<file path="src/rtl/vregfile.sv">
// Vector register file: NREGS x LANES 32-bit words, two combinational read ports,
// one lane-masked ALU write port and a serial element-load engine.
module vregfile #(
  parameter int NREGS = 8,
  parameter int LANES = 5
) (
  input  logic        clk,
  input  logic        reset,
  input  logic [2:0]  VRA1,
  input  logic [2:0]  VRA2,
  output logic [31:0] VRD1 [0:LANES-1],
  output logic [31:0] VRD2 [0:LANES-1],
  input  logic        VWE3,
  input  logic [2:0]  VWA3,
  input  logic [31:0] VWD3 [0:LANES-1],
  input  logic [2:0]  index,
  input  logic        ld_start,
  input  logic [2:0]  ld_reg,
  input  logic        ld_valid,
  input  logic [31:0] ld_data,
  output logic        ld_ready,
  output logic        busy,
  output logic        ld_done
);

  typedef enum logic [1:0] {IDLE, LOAD, DONE} state_t;

  state_t      r_state;
  logic [2:0]  r_dst;
  logic [2:0]  r_cnt;
  logic [2:0]  r_ptr;
  logic        r_busy;
  logic        r_done;
  logic [31:0] r_mem [0:NREGS-1][0:LANES-1];

  logic [2:0]  w_n;
  logic        w_beat;

  // Effective lane count saturates at LANES (index 6/7 behave as 5).
  always_comb begin
    w_n = index;
    if (32'(index) > 32'(LANES)) w_n = 3'(LANES);
  end

  always_comb begin
    for (int unsigned l = 0; l < LANES; l++) begin
      VRD1[l] = r_mem[VRA1][l];
      VRD2[l] = r_mem[VRA2][l];
    end
  end

  // A conflicting ALU write stalls the load, so a beat and an ALU write never share a register.
  always_comb begin
    ld_ready = (r_state == LOAD) && !(VWE3 && (VWA3 == r_dst));
    w_beat   = ld_valid && ld_ready;
  end

  assign busy    = r_busy;
  assign ld_done = r_done;

  always_ff @(posedge clk or negedge reset) begin
    if (!reset) begin
      for (int unsigned r = 0; r < NREGS; r++)
        for (int unsigned l = 0; l < LANES; l++)
          r_mem[r][l] <= '0;
    end else begin
      if (VWE3) begin
        for (int unsigned l = 0; l < LANES; l++)
          if (l < 32'(w_n)) r_mem[VWA3][l] <= VWD3[l];
      end
      if (w_beat) r_mem[r_dst][r_ptr] <= ld_data;
    end
  end

  always_ff @(posedge clk or negedge reset) begin
    if (!reset) begin
      r_state <= IDLE;
      r_dst   <= '0;
      r_cnt   <= '0;
      r_ptr   <= '0;
      r_busy  <= 1'b0;
      r_done  <= 1'b0;
    end else begin
      case (r_state)
        IDLE: begin
          if (ld_start) begin
            r_dst  <= ld_reg;
            r_cnt  <= w_n;
            r_ptr  <= '0;
            r_busy <= 1'b1;
            if (w_n == 3'd0) begin
              r_state <= DONE;
              r_done  <= 1'b1;
            end else begin
              r_state <= LOAD;
            end
          end
        end
        LOAD: begin
          if (w_beat) begin
            r_ptr <= r_ptr + 3'd1;
            if (r_ptr == r_cnt - 3'd1) begin
              r_state <= DONE;
              r_done  <= 1'b1;
            end
          end
        end
        DONE: begin
          r_state <= IDLE;
          r_busy  <= 1'b0;
          r_done  <= 1'b0;
        end
        default: begin
          r_state <= IDLE;
          r_busy  <= 1'b0;
          r_done  <= 1'b0;
        end
      endcase
    end
  end

endmodule
</file>
<file path="config.mk">
export PLATFORM = sky130hd
export DESIGN_NAME = vregfile
export DESIGN_NICKNAME = d
export VERILOG_FILES = /design/src/rtl/vregfile.sv
export SDC_FILE = /design/constraint.sdc
export NUM_CORES = 2
export LEC_CHECK = 0
export CORE_MARGIN = 3
export CORE_UTILIZATION = 32
export CTS_CLUSTER_SIZE = 40
export DETAILED_ROUTE_END_ITERATION = 8
export PLACE_DENSITY_LB_ADDON = 0.12
export SYNTH_ARGS = -nofsm -noshare
export SYNTH_HDL_FRONTEND = slang
export SYNTH_SLANG_ARGS = --single-unit
</file>
<file path="constraint.sdc">
create_clock -name clk -period 2.7 [get_ports clk]
set_input_delay 0.27 -clock clk [delete_from_list [all_inputs] [get_ports clk]]
set_output_delay 0.27 -clock clk [all_outputs]
set_load 0.05 [all_outputs]
</file>
Word-level counts from Yosys, hierarchy flattened --
Index checks and enable logic that the tools add are counted.
Storage, ports and cells: register bits 1293, input bits 212, logic and storage cells 143
Cells by class: $add $sub $neg 2, magnitude comparators 14, equal/unequal tests 7, muxes and demuxes 53, bitwise gates (word level) 6, reduce and logical (&&, ||, !) cells 15
Operator list (count):
- $mux W1280 | 11
- $bwmux W1280 | 6
- $demux W160 S3 | 6
- $bmux W160 S3 | 2
- $mux W160 | 6
- $mux W128 | 1
- $demux W32 S3 | 1
- $mux W96 | 1
- $mux W32 | 2
- $mux W64 | 1
- $ge A4 B4 Y1 const B | 5
- $not A3 Y4 | 5
- $lt A4 B1 Y1 const B | 3
- $mux W3 | 3
- $mux W2 | 4
- $eq A3 B3 Y1 | 2
- $logic_and A1 B1 Y1 | 6
- $lt A1 B3 Y1 const A | 2
- $lt A2 B3 Y1 const A | 2
- $ne A2 B2 Y1 const B | 3
- $pmux W3 S2 | 1
- $reduce_and A3 Y1 | 2
- $mux W1 | 5
- $pmux W1 S2 | 2
- 14 further kinds | 15

Logic depth before layout (Yosys ltp) --
depth after elaboration 22, gate-level depth with buffers 8, mapped depth without buffers 6

Worst setup path after synthesis --
No wires, ideal clock.
path kind register to output, start point register r_dst[1], end point output port ld_ready, arrival 2.310 ns, path slack 0.120 ns, cell stages (with the launch flop) 7, path buffers 3, cell sequence dfrtp_1 -> clkbuf_1 -> xnor2_1 -> nand4_1 -> buf_2 -> buf_2 -> nor3b_1
On the way: longest elaborated chain between the ends 4
RTL lines:
- start: declaration | line 29 | logic [2:0] r_dst;
- start signal: assignment | line 87 | r_dst <= ld_reg;
- $eq A3 B3 Y1 | line 54 | ld_ready = (r_state == LOAD) && !(VWE3 && (VWA3 == r_dst));
- $logic_and A1 B1 Y1 | line 54
- $logic_not A1 Y1 | line 54
- $logic_and A1 B1 Y1 | line 54
- end: declaration | line 21 | output logic ld_ready,
Every way passes these cells.

==> impl_metrics.py <==
metrics = {
    "drt": {
        "via_count": 54500,
        "wirelength_um": 332000,
        "wl_per_cell_um": 34.4,
        "drt_pass1_iterations": 5,
        "drt_iter0_drc": 3627,
        "ant_nets": 0,
        "route.detailed.drc": 0,
        "vias_per_cell": 5.64,
    },
    "synth": {
        "ys_ff_latch": 1293,
        "synthCells": 5546,
        "yosysWarningCount": 0,
        "syn_area_per_cell_um2": 14.9,
        "synth.distinct_cells": 38,
        "ys.flop_type": "dfrtp_1",
        "synth_nets": 5760,
        "synth_edf_count": 0,
        "async_reset_ff_share_pct": 100,
        "yosysSeqAreaShare_pct": 39.3,
        "netlist_area_um2": 82400,
    },
    "floorplan": {
        "num_rows": 185,
        "die_w_um": 513,
        "die_h_um": 513,
        "initial_core_util_pct": 32.3,
        "io_pins": 535,
        "core_um2": 255000,
        "die-area_um2": 264000,
    },
    "clocking": {
        "clkTransAtPathRegs_ps": 60,
        "clock_sinks": 1293,
        "cts_root_buf": "clkbuf_16",
        "cts_made_buffers": 169,
        "htree_num_levels": 4,
        "clockBufferDepth": 3,
        "clk_latency_ps": 830,
        "tritoncts": "built",
    },
    "power": {
        "leakage_uw": 0.0411,
        "powerDensity_nw_per_um2": 1100,
        "vdd_drop_max_v": 0.000973,
    },
    "grt": {
        "grt_overflow": 0,
        "track_usage_pct": 24.9,
        "grt_pass1_vias": 57800,
        "grt_pass1_wl_um": 469000,
        "antenna_found_initial": 52,
        "grt_start_max_net_pins": 87,
    },
    "timing": {
        "hold_viol_final": 0,
        "min_period_over_period_pct": 97.0,
        "worst_pin_slew_ps": 1090,
        "relSlewSlack_pct": 27.5,
        "slew_viol_final": 0,
        "min_period_ps": 2620,
        "setup-tns-final_ps": 0,
        "setup-violations-final": 0,
        "layout_setup_ws_ps": 82.1,
        "rsz0062_at_grt": "false",
        "skew_ps": 30.2,
        "max_freq_mhz": 382,
    },
    "worst_hold_path": {
        "hp-class": "input pin to register",
        "hp-start": "ld_data[13]",
        "worstHoldEndpoint": "r_mem[941]$_DFF_PN0_",
        "hold_depth": 2,
    },
    "layout": {
        "fillers": 23700,
        "nets": 6356,
        "synthToLayoutAreaGrowth_pct": 23.2,
        "finish.utilization_pct": 39.8,
        "drive_above_1_share_pct": 73.9,
    },
    "critical_path": {
        "cp_max_fo": 3,
        "cp_top_family": "multiplexers",
        "r2r-end": "r_mem[1204]$_DFF_PN0_",
        "crit_required_ps": 2430,
        "slowest_stage": "mux4_2",
        "critPathLaunch": "r_mem[780]$_DFF_PN0_",
        "r2r_start": "r_dst[0]$_DFFE_PN0P_",
        "crit_path_max_incr_delay_ps": 490,
        "arrival_ps": 2350,
        "r2r.worst_path.cells": 8,
        "crit_path_end_kind": "output pin",
        "cp-start-kind": "register",
        "criticalPathCategory": "register to output pin",
        "path_cells": "mux4_2, mux2_2, buf_4",
        "worst-path-buf-inv": 1,
        "reg2reg_slack_ps": 260,
    },
    "placement": {
        "hpwl_um": 219000,
        "port_buffers": 534,
        "gp_congestion": 0.798,
        "pre_cts_slack_ps": -486,
    },
    "outcome": {
        "status": "finished, final reports clean",
    },
    "job": {
        "maxCapViolCount": 0,
    },
}
-- power by group --
part | switching, uW | leakage [uW] | total, uW | internal (uW)
Clock | 9580 | 0.00284 | 23600 | 14000
Combinational | 24000 | 0.0226 | 51800 | 27800
Sequential | 7070 | 0.0157 | 36100 | 29000
-- synthesized netlist by cell type, types with 2 or more instances --
cell type	n	area share (%)
a21oi_1	7	0.043
a311oi_1	2	0.021
and2_1	4	0.030
and3_1	3	0.023
and3b_1	2	0.021
buf_1	121	0.55
buf_2	49	0.30
clkbuf_1	402	1.8
dfrtp_1	1293	39
ha_1	2	0.030
inv_1	6	0.027
mux2_1	51	0.70
mux2_2	2832	39
mux4_2	640	18
nand2_1	3	0.014
nand2b_1	6	0.046
nand3_1	38	0.23
nand3b_1	3	0.027
nand4_1	5	0.038
nor2_1	21	0.096
nor3_1	24	0.15
nor3b_1	7	0.064
nor4_1	4	0.030
o21ai_0	2	0.012
or2_2	3	0.023
xnor2_1	3	0.032
xor2_1	2	0.021
-- metal layers --
layer	share of wire [%]	vias to the layer above	track usage, %
met5	0.046	-	0
met4	2.7	22	6.74
met3	4.5	413	4.01
met2	49	1378	41.4
met1	44	29900	33.7
li1	-	22800	-
-- cells in the final DEF, fill, tap and decap left out, drive strengths merged, types with 11 or more instances in the layout --
cell type and n:
mux4 640, dfrtp 1293, inv 15, bufinv 11, nor2 21, clkbuf 253
nor3 24, mux2 2883, diode 21, clkinv 34, nand3 38, clkdlybuf4s50 182
buf 812
-- area by class of cell --
type                       instances  area [um2]  area share, %
sequential                      1293       32400           31.9
clock buffer                     253        5050           4.98
tap                             3366        4210           4.15
timing repair buffer             997       10700           10.6
inverter                           6        22.5         0.0222
antenna                           21        52.6         0.0518
clock inverter                    56         694          0.685
multi-input combinational       3675       48300           47.6
-- flip-flops by register name (all words and copies together) (netlist names) --
name,count
busy,1
ld_done,1
r_cnt,3
r_dst,3
r_mem,1280
r_ptr,3
r_state,2
-- repair_timing --
action	CTS	global route
hold buffers	4	0
setup endpoints to repair	1	1
resized for setup	2	4
gates cloned	0	0
buffers inserted	2	1
hold endpoints to repair	700	0
pin swaps	1	2
-- metrics by stage --
stage	power (uW)	instance area [um2]	hold slack [ps]	cells
floorplan	72300	82400	-25.6	5546
global placement	86600	95500	169	9332
detailed placement	88200	95500	168	9332
CTS	112000	101000	10.1	9647
global route	117000	101000	44.4	9658
finish	111000	101000	67.8	9667
-- logic make-up after synthesis --
family	Yosys count	share of synthesized area (%)
buffers and inverters	578	2.71
XOR/XNOR	6	0.0805
flip-flops	1293	39.3
AO/OA/AOI/OAI	18	0.144
multiplexers	3523	56.9
AND/OR/NAND/NOR	126	0.833
adder cells (fa/ha/maj)	2	0.0304
-- worst max path at each step --
| stage | to | slack [ps] | depth (start not counted) |
|---|---|---|---|
| 2_1_floorplan | ld_ready | 120 | 6 |
| 3_3_place_gp | r_mem[1223]$_DFF_PN0_ | -470 | 7 |
| 3_5_place_dp | r_mem[1222]$_DFF_PN0_ | -490 | 7 |
| 4_1_cts | ld_ready | 30 | 7 |
| 5_1_grt | VRD2[92] | 30 | 3 |
| 6_report | VRD1[140] | 80 | 3 |
(Power assumes the default switching activity.)
